`src/rtl/uart_rx_fsm.sv`:
```
// uart_rx_fsm: UART receive controller.
// Detects start bits on the oversampling tick and takes a 2-of-3 majority
// around each bit centre. Data is shifted in LSB first, and the parity/stop
// checker is driven with strobes. One DATA_VALID or FRAME_ERR pulse is
// emitted per frame.
// Optional build macro: UART_RX_SYNC_EN adds a 2-flop synchronizer on RX_IN.
// Handshake: none; RX_tick is a qualifier pulse, and DATA_VALID/FRAME_ERR are
// single-cycle pulses with no back-pressure. P_DATA holds until the next good
// frame.
`timescale 1ns/1ps
module uart_rx_fsm #(
    parameter int DATA_WIDTH = 8,
    parameter int OVERSAMPLE = 16
) (
    input  logic                  CLK,
    input  logic                  RST,
    input  logic                  RX_IN,
    input  logic                  RX_tick,
    input  logic                  PAR_EN,
    input  logic                  PARITY_ERROR,
    input  logic                  STOP_ERROR,
    output logic                  SER_DATA,
    output logic [DATA_WIDTH-1:0] DATA,
    output logic                  ASS_EN,
    output logic                  STOP_EN,
    output logic                  TICK_EN,
    output logic [DATA_WIDTH-1:0] P_DATA,
    output logic                  DATA_VALID,
    output logic                  FRAME_ERR,
    output logic                  BUSY,
    output logic [2:0]            STATE_DBG
);

    localparam int H  = OVERSAMPLE / 2;
    localparam int TW = $clog2(OVERSAMPLE);
    localparam int BW = $clog2(DATA_WIDTH);

    localparam logic [TW-1:0] T_HM1  = TW'(H - 1);
    localparam logic [TW-1:0] T_H    = TW'(H);
    localparam logic [TW-1:0] T_HP1  = TW'(H + 1);
    localparam logic [TW-1:0] T_HP2  = TW'(H + 2);
    localparam logic [TW-1:0] T_HP3  = TW'(H + 3);
    localparam logic [TW-1:0] T_LAST = TW'(OVERSAMPLE - 1);
    localparam logic [BW-1:0] B_LAST = BW'(DATA_WIDTH - 1);

    typedef enum logic [2:0] {
        S_IDLE   = 3'd0,
        S_START  = 3'd1,
        S_DATA   = 3'd2,
        S_PARITY = 3'd3,
        S_STOP   = 3'd4
    } state_t;

    state_t                state_q, state_d;
    logic [TW-1:0]         tick_cnt_q, tick_cnt_d;
    logic [BW-1:0]         bit_cnt_q, bit_cnt_d;
    logic [1:0]            smp_q, smp_d;
    logic                  ser_data_q, ser_data_d;
    logic [DATA_WIDTH-1:0] data_q, data_d;
    logic [DATA_WIDTH-1:0] p_data_q, p_data_d;
    logic                  par_en_q, par_en_d;
    logic                  data_valid_q, data_valid_d;
    logic                  frame_err_q, frame_err_d;
    logic                  rx_s;
    logic                  maj;
    logic                  last_tick;
    logic                  err;

`ifdef UART_RX_SYNC_EN
    logic sync1_q, sync2_q;
    // Two-flop synchronizer for the asynchronous serial line, idle high.
    always_ff @(posedge CLK or negedge RST) begin
        if (!RST) begin
            sync1_q <= 1'b1;
            sync2_q <= 1'b1;
        end else begin
            sync1_q <= RX_IN;
            sync2_q <= sync1_q;
        end
    end
    assign rx_s = sync2_q;
`else
    assign rx_s = RX_IN;
`endif

    // Majority of the H-1 and H captures plus the live line at the H+1 tick.
    assign maj       = (smp_q[0] & smp_q[1]) | (smp_q[0] & rx_s) | (smp_q[1] & rx_s);
    assign last_tick = (tick_cnt_q == T_LAST);
    // Parity flag is stale when the frame carries no parity bit.
    assign err       = STOP_ERROR | (par_en_q & PARITY_ERROR);

    // Next-state, counters, sampling, shift register and result pulses.
    always_comb begin
        state_d      = state_q;
        tick_cnt_d   = tick_cnt_q;
        bit_cnt_d    = bit_cnt_q;
        smp_d        = smp_q;
        ser_data_d   = ser_data_q;
        data_d       = data_q;
        p_data_d     = p_data_q;
        par_en_d     = par_en_q;
        data_valid_d = 1'b0;
        frame_err_d  = 1'b0;
        if (RX_tick) begin
            if (state_q == S_IDLE) begin
                if (!rx_s) begin
                    state_d    = S_START;
                    tick_cnt_d = '0;
                    bit_cnt_d  = '0;
                    par_en_d   = PAR_EN;
                end
            end else begin
                tick_cnt_d = last_tick ? '0 : tick_cnt_q + TW'(1);
                if (tick_cnt_q == T_HM1) smp_d[0] = rx_s;
                if (tick_cnt_q == T_H)   smp_d[1] = rx_s;
                if (tick_cnt_q == T_HP1) ser_data_d = maj;
                case (state_q)
                    S_START: begin
                        if (tick_cnt_q == T_HP1 && maj) begin
                            state_d    = S_IDLE;
                            tick_cnt_d = '0;
                        end else if (last_tick) begin
                            state_d   = S_DATA;
                            bit_cnt_d = '0;
                        end
                    end
                    S_DATA: begin
                        if (tick_cnt_q == T_HP1) data_d = {maj, data_q[DATA_WIDTH-1:1]};
                        if (last_tick) begin
                            if (bit_cnt_q == B_LAST) state_d = par_en_q ? S_PARITY : S_STOP;
                            else                     bit_cnt_d = bit_cnt_q + BW'(1);
                        end
                    end
                    S_PARITY: begin
                        if (last_tick) state_d = S_STOP;
                    end
                    S_STOP: begin
                        // Leave at H+3 rather than the bit end so the next start edge is caught early.
                        if (tick_cnt_q == T_HP3) begin
                            if (err) begin
                                frame_err_d = 1'b1;
                            end else begin
                                data_valid_d = 1'b1;
                                p_data_d     = data_q;
                            end
                            state_d    = S_IDLE;
                            tick_cnt_d = '0;
                        end
                    end
                    default: begin
                        state_d    = S_IDLE;
                        tick_cnt_d = '0;
                    end
                endcase
            end
        end
    end

    // State and datapath registers, asynchronous active-low reset.
    always_ff @(posedge CLK or negedge RST) begin
        if (!RST) begin
            state_q      <= S_IDLE;
            tick_cnt_q   <= '0;
            bit_cnt_q    <= '0;
            smp_q        <= 2'b11;
            ser_data_q   <= 1'b1;
            data_q       <= '0;
            p_data_q     <= '0;
            par_en_q     <= 1'b0;
            data_valid_q <= 1'b0;
            frame_err_q  <= 1'b0;
        end else begin
            state_q      <= state_d;
            tick_cnt_q   <= tick_cnt_d;
            bit_cnt_q    <= bit_cnt_d;
            smp_q        <= smp_d;
            ser_data_q   <= ser_data_d;
            data_q       <= data_d;
            p_data_q     <= p_data_d;
            par_en_q     <= par_en_d;
            data_valid_q <= data_valid_d;
            frame_err_q  <= frame_err_d;
        end
    end

    assign SER_DATA   = ser_data_q;
    assign DATA       = data_q;
    assign P_DATA     = p_data_q;
    assign DATA_VALID = data_valid_q;
    assign FRAME_ERR  = frame_err_q;
    assign ASS_EN     = (state_q == S_PARITY);
    assign STOP_EN    = (state_q == S_STOP);
    assign BUSY       = (state_q != S_IDLE);
    assign TICK_EN    = (state_q == S_PARITY || state_q == S_STOP) && (tick_cnt_q == T_HP2);
    assign STATE_DBG  = state_q;

endmodule

```
`config.mk`:
```
export PLATFORM = sky130hd
export DESIGN_NAME = uart_rx_fsm
export DESIGN_NICKNAME = d
export VERILOG_FILES = /design/src/rtl/uart_rx_fsm.sv
export SDC_FILE = /design/constraint.sdc
export NUM_CORES = 1
export LEC_CHECK = 0
export BUFFER_PORTS_ARGS = -buffer_cell sky130_fd_sc_hd__buf_2
export CORE_ASPECT_RATIO = 0.5
export CORE_MARGIN = 4
export CORE_UTILIZATION = 54
export DETAILED_ROUTE_END_ITERATION = 7
export HOLD_SLACK_MARGIN = 0.12
export PLACE_DENSITY = 0.79
export SYNTH_ARGS = -nofsm -noshare
export SYNTH_HDL_FRONTEND = slang
export SYNTH_SLANG_ARGS = --single-unit
```
`constraint.sdc`:
```
create_clock -name CLK -period 2.6 [get_ports CLK]
set_input_delay 0.13 -clock CLK [delete_from_list [all_inputs] [get_ports CLK]]
set_output_delay 0.13 -clock CLK [all_outputs]
set_load 0.01 [all_outputs]
```
==> run metrics, run 1 <==
status=complete, no violations; final period utilization=approximately 84%; relative slew slack=a little over half; Synth Instances=135; Total GRT Usage=18.5%; Synth Flop Type=dfrtp_1; Worst setup SP type=flip-flop; first-pass GRT wire length=5560 um; PD cells=just over 900 nW/um^2; non-filler cells, final=209; floorplan core area=2730 um^2; Final ANT Viol Nets=0; setup TNS=0 ns; commonest non-fill, non-tap cells in the layout=buf_2 (32), dfrtp_1 (29), mux2_2 (14); fmax=457 MHz; Cells after DPL=just under 200; worst hold stages=2; CTS resizes=0; Ys Warns=0; commonest non-fill, non-tap cell in the layout=buf_2; Reg-to-Reg End=P_DATA[0]; DR vias=around 1200; routability-driven placement congestion ratio=between 0.8 and 0.9; CTS Buf Count=5; top cell type's share of synthesized area=~44%; die area=a little over 4000 um^2; critical path launch point=tick_cnt_q[0]; Pleak=1.06 nW; Seq/Total Area, Yosys=49.2%; Clock transition at path regs=0.07 ns; Worst-Skew Late Latency=between 0.2 and 0.3 ns; TritonRoute pass-1 iters=4; Max VDD drop=approximately 0.43 mV; reg-to-reg setup timing slack=~0.4 ns; CTS tree=built; Area growth syn-to-layout=18.4%; total grt overflow=0; HP Start=RX_IN; CP max FO=9; Post-Layout Inst Area=~1900 um^2; Setup crit end kind=flip-flop; worst-margin pin slew=between 0.7 and 0.8 ns; synthesized net count=148; dpl cell area=1810 um^2; asr flop ratio synth=100%; Pwr Total=between 1.5 and 2 mW; post-DR wirelength/cell=16.2 um; Final setup violation count=0; final number of hold-violating endpoints=0; Syn Area/Cell=~12 um^2; DRC=0; TritonCTS Sinks=32; final wirelength=approximately 3400 um; Synth area leader=dfrtp_1; row cnt=13; Die W=~86 um; I/O pin cnt=33; Post-Syn Area=~1600 um^2; clock skew=~0.0054 ns; largest net degree at the start of global routing=33; vias in the first global route=between 1000 and 1500; number of synthesized flops with an enable pin=0; initial antenna violation count=0; Worst Hold End=smp_q[0]; reg-to-reg startpoint=tick_cnt_q[0]; initial core utilization=roughly three fifths; nets@finish=184; RSZ-0062 raised after global routing=false; Post-DP HPWL=about 2300 um; vias per inst=5.84; Final Critical Period=around 2.2 ns; R2R depth=4; Arr. time, crit path=~2.4 ns; Hold Crit Class=in -> reg; CTS Buffer Depth=2; share of layout cells above drive strength 1=between 40% and 50%; Crit Path Class=reg -> reg; Area contributors post-synth=dfrtp_1 (44%), mux2_2 (9.6%), mux2_4 (7.3%); port bufs=32; H-tree depth=2; Max Cap Violations=0; Critical Path RT=2.76 ns; CTS root buffer=clkbuf_8; Antenna Cells=0; die height=around 47 um; DRT iter0 DRCs=47; Unique masters post-synth=between 40 and 50; Synth Register Bits=32; Final Max Slew Viols=0
worst max path at each step:
stage | slack (ns) | depth (start not counted) | end
2_1_floorplan | 0.63 | 6 | P_DATA[0]
3_3_place_gp | 0.58 | 4 | P_DATA[2]
3_5_place_dp | 0.53 | 4 | P_DATA[0]
4_1_cts | 0.46 | 4 | P_DATA[0]
5_1_grt | 0.33 | 5 | bit_cnt_q[2]
6_report | 0.41 | 4 | P_DATA[0]
flip-flops by register name (all words and copies together), names as in the netlist:
register	flops
DATA	8
P_DATA	8
tick_cnt_q	4
STATE_DBG	3
bit_cnt_q	3
smp_q	2
DATA_VALID	1
FRAME_ERR	1
SER_DATA	1
par_en_q	1
kinds of logic after synthesis:
kind of cell | count (synthesis) | share of synthesized area (%)
muxes | 24 | 18.3
DFF | 32 | 49.2
buffers and inverters | 13 | 3.90
and+or+nand+nor | 34 | 11.5
AOI/OAI and AO/OA | 25 | 11.9
adders and majority gates | 7 | 5.20
metrics by stage:
step                hold WS [ns]  util (%)  setup WS, ns
floorplan                 -0.166         -         0.633
global placement           0.207      66.2         0.579
detailed placement         0.216      66.2         0.532
CTS                        0.138      70.8         0.455
global route               0.151      70.8         0.334
finish                     0.143      70.8         0.410
metal layers:
layer / part of all wire, % / GRT usage, % / up-vias
met5: 0 / 0 / -
met4: 0.95 / 6.31 / 0
met3: 6.1 / 5.08 / 7
met2: 46 / 31.2 / 54
met1: 47 / 24.1 / 599
li1: - / - / 561
final cells by class:
cell class / count / area [um^2]
clock inverters: 2 / 35.0
flip-flops and latches: 32 / 805
fillers: 192 / 797
inverters: 8 / 30.0
repair buffers: 34 / 180
clock buffers: 6 / 72.6
well taps: 37 / 46.3
multi-input cells: 90 / 767
synth_stat cells (2+ instances only):
library cell / n
dfrtp_1: 29
mux2_2: 14
mux2_4: 8
inv_1: 7
ha_1: 6
nand2_1: 6
nor2_1: 5
a21oi_1: 4
and3_1: 4
nor3_1: 4
o21ai_0: 4
dfstp_2: 3
a211oi_1: 2
a22o_1: 2
buf_2: 2
nand3_1: 2
nand4_1: 2
nor2b_1: 2
or2b_1: 2
where the power goes:
| group | leakage [nW] | total, mW | switching, mW | internal, mW |
|---|---|---|---|---|
| combinational | 0.577 | 0.587 | 0.344 | 0.244 |
| sequential | 0.426 | 0.716 | 0.123 | 0.593 |
| clock | 0.0552 | 0.465 | 0.181 | 0.284 |
critical path: stages (launching register included):
cell and delay, ns:
dfrtp_1 0.44, ha_1 0.35, nand3b_1 0.25, or4_4 0.69, mux2_4 0.34
what timing repair did:
item | CTS | global route
buffers inserted | 0 | 0
hold buffers | 2 | 0
hold endpoints to repair | 30 | 0
Note: power is estimated with default switching activity, not from simulation.
==> run 2, diff against run 1 <==
ABC_AREA = 1   (was default)
CORE_UTILIZATION = 49   (was 54)
PLACE_DENSITY = 0.75   (was 0.79)
clock period = 1.9 ns   (was 2.6 ns; I/O delays follow)
==> run 2 against run 1 <==
- non-clock buffer count is 2 higher
- global-route usage is 1.3 points lower
- maximum frequency is 31% higher
- via count is 22% higher
- sequential share of layout area is 2.6 points lower
- design area is 6.6% higher
- highest routed layer unchanged
- count of clock-buffer cells in the layout stayed put
- critical path depth is 4 higher
- clock power is 41% higher
- die area is 15% higher
- flip-flop and latch count stayed put
- routed wire length is 11% higher
==> run metrics, run 2 <==
CP max FO=6 (was 9); Seq. cell area=805 um^2 (unchanged); Worst-Skew Late Latency=0.28 ns (about the same); post-DR wirelength/cell=12.9 um (was 16.2 um); commonest non-fill, non-tap cells in the layout=nand2_1 (58), buf_2 (32), dfrtp_1 (29) (was buf_2 (32), dfrtp_1 (29), mux2_2 (14)); Antenna Cells=0 (unchanged); DRT iter0 DRCs=75 (was 47); row cnt=14 (was 13); Syn Area/Cell=8.57 um^2 (was 12.1 um^2); RSZ-0062 raised after global routing=false (unchanged); Max Cap Violations=0 (unchanged); Final Critical Period=1.67 ns (was 2.19 ns); final period utilization=87.7% (was 84.2%); Final setup violation count=0 (unchanged); Cells after DPL=279 (was 199); relative slew slack=51.8% (was 52.9%); top cell type's share of synthesized area=41.7% (was 44.4%); fmax=600 MHz (was 457 MHz); Hold Crit Class=in -> reg (unchanged); non-filler cells, final=291 (was 209); number of synthesized flops with an enable pin=0 (unchanged); Seq/Total Area, Yosys=46.2% (was 49.2%); DRC=0 (unchanged); Area growth syn-to-layout=18.5% (was 18.4%); Setup crit end kind=flip-flop (unchanged); DR vias=1489 (was 1221); CTS Buffer Depth=2 (unchanged); clock skew=0.00576 ns (was 0.00537 ns); Area contributors post-synth=dfrtp_1 (42%), nand2_1 (13%), nand3_1 (4.6%) (was dfrtp_1 (44%), mux2_2 (9.6%), mux2_4 (7.3%)); floorplan core area=3190 um^2 (was 2730 um^2); Final Max Slew Viols=0 (unchanged); setup TNS=0 ns (unchanged); final wirelength=3750 um (was 3380 um); Final ANT Viol Nets=0 (unchanged); share of layout cells above drive strength 1=28.8% (was 40.7%); setup bufs post-CTS=0 (unchanged); initial core utilization=54.6% (was 59.8%); Max VDD drop=0.665 mV (was 0.434 mV); hold buffer count at CTS=4 (was 2); commonest non-fill, non-tap cell in the layout=nand2_1 (was buf_2); vias per inst=5.12 (was 5.84); CTS resizes=0 (unchanged); CTS tree=built (unchanged); Worst setup SP type=flip-flop (unchanged); most common cell in the netlist=nand2_1 (was dfrtp_1); Pleak=1.07 nW (was 1.06 nW); TritonCTS Sinks=32 (unchanged); Total GRT Usage=17.2% (was 18.5%); TritonRoute pass-1 iters=4 (unchanged); met1 WL=1770 um (was 1580 um); Die W=92.3 um (was 85.8 um); fillers=305 (was 192); vias in the first global route=1390 (was 1144); Synth Flop Type=dfrtp_1 (unchanged); initial antenna violation count=0 (unchanged); status=complete, no violations (unchanged); worst-margin pin slew=0.722 ns (was 0.706 ns); asr flop ratio synth=100% (unchanged); total grt overflow=0 (unchanged); synthesized net count=216 (was 148); routability-driven placement congestion ratio=0.930 (was 0.839); uppermost layer routed=met4 (unchanged); first-pass GRT wire length=6380 um (was 5560 um); Post-DP HPWL=2720 um (was 2290 um); R2R depth=8 (was 4); Critical Path RT=2.06 ns (was 2.76 ns); met3 routed WL=262 um (was 205 um); largest net degree at the start of global routing=33 (unchanged); Clock transition at path regs=0.07 ns (about the same); metal2 WL=1690 um (was 1570 um); CTS root buffer=clkbuf_8 (unchanged); area of the multi-input gates=793 um^2 (was 767 um^2); Unique masters post-synth=29 (was 46); PD cells=1090 nW/um^2 (was 914 nW/um^2); die height=50.1 um (was 46.9 um); Arr. time, crit path=1.82 ns (was 2.35 ns); Synth Instances=203 (was 135); Synth area leader=dfrtp_1 (unchanged); Crit Path Class=reg -> reg (unchanged); nets@finish=255 (was 184); port bufs=32 (unchanged); Synth Register Bits=32 (unchanged); worst hold stages=4 (was 2); H-tree depth=2 (unchanged); final number of hold-violating endpoints=0 (unchanged); Ys Warns=0 (unchanged); Post-synth top cells=nand2_1 (58), dfrtp_1 (29), inv_1 (19) (was dfrtp_1 (29), mux2_2 (14), mux2_4 (8)); I/O pin cnt=33 (unchanged); Post-Syn Area=1740 um^2 (was 1640 um^2); die area=4630 um^2 (was 4030 um^2); CTS Buf Count=5 (unchanged)
run 2: cell types whose count changed after synthesis, moves of 10 or more:
cell	previous run	this run
mux2_2	14	1
nand3_1	2	16
nor2_1	5	15
inv_1	7	19
nand2_1	6	58
run 2: stage by stage:
stage / area (um^2) / setup WS [ns] / hold slack, ns / utilization [%] / total power, mW
after floorplan: 1740 / 0.474 / -0.201 / - / 1.42
after global placement: 1920 / 0.347 / 0.188 / 60.1 / 1.57
after detailed placement: 1920 / 0.264 / 0.195 / 60.1 / 1.59
after CTS: 2060 / 0.265 / 0.170 / 64.7 / 2.25
after global routing: 2060 / 0.101 / 0.204 / 64.7 / 2.39
final: 2060 / 0.234 / 0.169 / 64.7 / 2.26
run 2: worst paths after layout:
check,start,endpoint,slack (ns)
min in group asynchronous,RST,tick_cnt_q[0],0.40
hold reg to reg,P_DATA[5],P_DATA[5],0.48
setup reg to reg,tick_cnt_q[0],bit_cnt_q[2],0.23
setup / recovery,tick_cnt_q[0],bit_cnt_q[2],0.23
max in group asynchronous,RST,bit_cnt_q[2],1.03
hold / removal,STOP_ERROR,FRAME_ERR,0.17
run 2: worst max-delay path: stages (launching register included):
cell and delay, ns:
dfrtp_1 0.44, ha_1 0.30, nand2_1 0.08, nor2_1 0.16
nor2_1 0.08, nor2_1 0.18, nand3_2 0.14, nand2_1 0.08
o21ai_0 0.08
run 2: logic make-up (layout without fill, tap and decap cells):
kind of cell	Yosys count	count (layout)	synth area share [%]
simple gates	105	105	29.4
flops	32	32	46.2
compound gates	29	29	10.2
buf+inv	28	68	8.20
fa+ha+maj	6	6	4.31
xor+xnor	2	2	1.01
mux	1	1	0.647
run 2: per-layer routing:
layer,up-vias,global-route usage (%)
li1,722,-
met1,700,23.7
met2,63,27.5
met3,4,4.78
met4,0,4.19
met5,-,0
run 2: power breakdown:
part / internal, mW / switching [mW] / total [mW]
registers: 0.747 / 0.114 / 0.861
clock network: 0.389 / 0.265 / 0.655
logic: 0.250 / 0.490 / 0.741
run 2: final cells by class:
class | instances | area share [%]
timing repair buffer | 36 | 9.70
tap | 48 | 2.91
clock inverter | 2 | 1.70
clock buffer | 6 | 3.52
sequential | 32 | 39.0
inverter | 24 | 4.73
multi-input combinational | 143 | 38.4
==> run 3, diff against run 2 <==
BUFFER_PORTS_ARGS = default   (was -buffer_cell sky130_fd_sc_hd__buf_2)
CORE_UTILIZATION = 56   (was 49)
DONT_BUFFER_PORTS = 1   (was default)
PLACE_DENSITY = 0.74   (was 0.75)
==> run 3 against run 2 <==
- worst setup slack worse by 0.024 ns
- count of clock-buffer cells in the layout fell by 1
- sequential power increased by 2%
- first-iteration DRC count rose by 2.7%
- final cell count is 14% lower
- via count fell by 9.3%
- sequential share of layout area is 2.7 points higher
- global-route usage rose by 2.3 points
- die area is 11% lower
- critical path depth unchanged
- clock power decreased by 0.9%
- combinational power decreased by 6.6%
- largest power group unchanged
==> run metrics, run 3 (synthesis gave the netlist of run 2 again) <==
status=complete, no violations (unchanged); vias in the first global route=1238 (was 1390); Worst setup SP type=flip-flop (unchanged); Post-Layout Inst Area=1930 um^2 (was 2060 um^2); Clock transition at path regs=0.07 ns (about the same); vias per inst=5.38 (was 5.12); setup TNS=0 ns (unchanged); Setup crit end kind=flip-flop (unchanged); non-filler cells, final=251 (was 291); port bufs=0 (was 32); Clk network pwr share=29.3% (was 29.0%); die area=4120 um^2 (was 4630 um^2); worst-margin pin slew=0.457 ns (was 0.722 ns); PD cells=1150 nW/um^2 (was 1090 nW/um^2); TritonCTS Sinks=32 (unchanged); H-tree depth=2 (unchanged); commonest non-fill, non-tap cells in the layout=nand2_1 (58), dfrtp_1 (29), inv_1 (19) (was nand2_1 (58), buf_2 (32), dfrtp_1 (29)); grt met1 use=24.6% (was 23.7%); critical path's slowest cell=dfrtp_1 (unchanged); largest net degree at the start of global routing=33 (unchanged); DR vias=1350 (was 1489); post-DR wirelength/cell=14.4 um (was 12.9 um); row cnt=13 (was 14); CTS Buffer Depth=2 (unchanged); CTS root buffer=clkbuf_8 (unchanged); commonest non-fill, non-tap cell in the layout=nand2_1 (unchanged); part of the power in combinational logic=31.2% (was 32.8%); Die W=86.8 um (was 92.3 um); fmax=592 MHz (was 600 MHz); initial antenna violation count=0 (unchanged); Final Critical Period=1.69 ns (was 1.67 ns); Max Cap Violations=0 (unchanged); Max VDD drop=0.711 mV (was 0.665 mV); Final setup violation count=0 (unchanged); CTS Buf Count=5 (unchanged); Post-DP HPWL=2530 um (was 2720 um); Cells after DPL=237 (was 279); CP max FO=9 (was 6); floorplan core area=2780 um^2 (was 3190 um^2); I/O pin cnt=33 (unchanged); final wirelength=3630 um (was 3750 um); max incr delay on CP=0.63 ns (was 0.44 ns); relative slew slack=69.5% (was 51.8%); switch share=38.5% (was 38.6%); Worst-Skew Late Latency=0.29 ns (was 0.28 ns); first-pass GRT wire length=5910 um (was 6380 um); cell mode on critical path=nand2_1 (was nor2_1); Pleak=0.921 nW (was 1.07 nW); setup bufs post-CTS=0 (unchanged); Final Max Slew Viols=0 (unchanged); GRT busiest layer=met2 (unchanged); dpl cell area=1750 um^2 (was 1920 um^2); Crit Path Class=reg -> reg (unchanged); Critical Path RT=2.13 ns (was 2.06 ns); die height=47.4 um (was 50.1 um); final number of hold-violating endpoints=0 (unchanged); nets@finish=226 (was 255); met2 Resource Use GR=31.7% (was 27.5%); CTS tree=built (unchanged); crit-path cells=inv_2 > nand2_4 > nand2_4 > nand2_1 > nand2_1 > nor2_1 > nand3_1 > nand2_1 (was ha_1 > nand2_1 > nor2_1 > nor2_1 > nor2_1 > nand3_2 > nand2_1 > o21ai_0); clock skew=0.00400 ns (was 0.00576 ns); Hold Crit Class=in -> reg (unchanged); DRC=0 (unchanged); Antenna Cells=0 (unchanged); RSZ-0062 raised after global routing=false (unchanged); routability-driven placement congestion ratio=0.868 (was 0.930); initial core utilization=62.6% (was 54.6%); share of layout cells above drive strength 1=19.2% (was 28.8%); TritonRoute pass-1 iters=4 (unchanged); post-layout util=69.4% (was 64.7%); final period utilization=88.9% (was 87.7%); total grt overflow=0 (unchanged); Arr. time, crit path=1.92 ns (was 1.82 ns); Area growth syn-to-layout=10.9% (was 18.5%); Pint=1.36 mW (was 1.39 mW); DRT iter0 DRCs=77 (was 75); switching pwr=853 uW (was 870 uW); grt met3 use=7.90% (was 4.78%); Final ANT Viol Nets=0 (unchanged); Seq pwr share=39.5% (was 38.2%); Total GRT Usage=19.6% (was 17.2%)
## run 3: changes by cell type in the layout (fill, tap and decap cells not counted), sizes merged
| cell | before | now |
|---|---|---|
| dlygate4sd3 | 4 | 5 |
| clkbuf | 6 | 5 |
| clkinvlp | 0 | 1 |
| buf | 32 | 2 |
## run 3: through the flow
stage / hold slack (ns) / worst slack, ns / power, mW
after detailed placement: -0.200 / 0.315 / 1.53
after global placement: -0.200 / 0.325 / 1.52
after floorplan: -0.201 / 0.474 / 1.42
after global routing: 0.195 / 0.116 / 2.36
after CTS: 0.131 / 0.268 / 2.23
final: 0.139 / 0.210 / 2.21
## run 3: worst paths after layout
path,cells after the start,slack [ns],to,startpoint
min reg2reg,2,0.50,smp_q[0],smp_q[0]
max in group asynchronous,2,1.41,smp_q[1],RST
min in group asynchronous,2,0.25,P_DATA[0],RST
max,8,0.21,STATE_DBG[2],STATE_DBG[2]
min,4,0.14,tick_cnt_q[2],RX_tick
max reg2reg,8,0.21,STATE_DBG[2],STATE_DBG[2]
## run 3: routing by layer
layer | vias to the layer above | share of wire (%) | routed length (um)
li1 | 673 | - | -
met1 | 604 | 45 | 1630
met2 | 65 | 44 | 1580
met3 | 8 | 10 | 370
met4 | 0 | 1.2 | 44
met5 | - | 0 | 0
## run 3: layout make-up
class                      count  area (um^2)
clock buffer                   5         68.8
clock inverter                 3         42.5
fill                         208          851
inverter                      24         97.6
multi-input combinational    143          793
sequential                    32          805
tap                           37         46.3
timing repair buffer           7         77.6
## run 3: worst max-delay path, delay by kind of cell (launching register included)
family | cells | cell delay [ns]
flops | 1 | 0.63
buf+inv | 1 | 0.15
simple gates | 7 | 0.85
## run 3: power by group through the flow
stage	logic, mW	clock network [mW]	registers, mW
2_1_floorplan	0.588	0	0.830
4_1_cts	0.686	0.668	0.872
3_3_place_gp	0.636	0	0.880
6_report	0.692	0.649	0.874
5_1_grt	0.776	0.695	0.884
3_5_place_dp	0.645	0	0.884
## run 3: what timing repair did
action | CTS | global route
endpoints found under the hold margin | 41 | 0
hold buffers | 6 | 0
resized for setup | 0 | 0
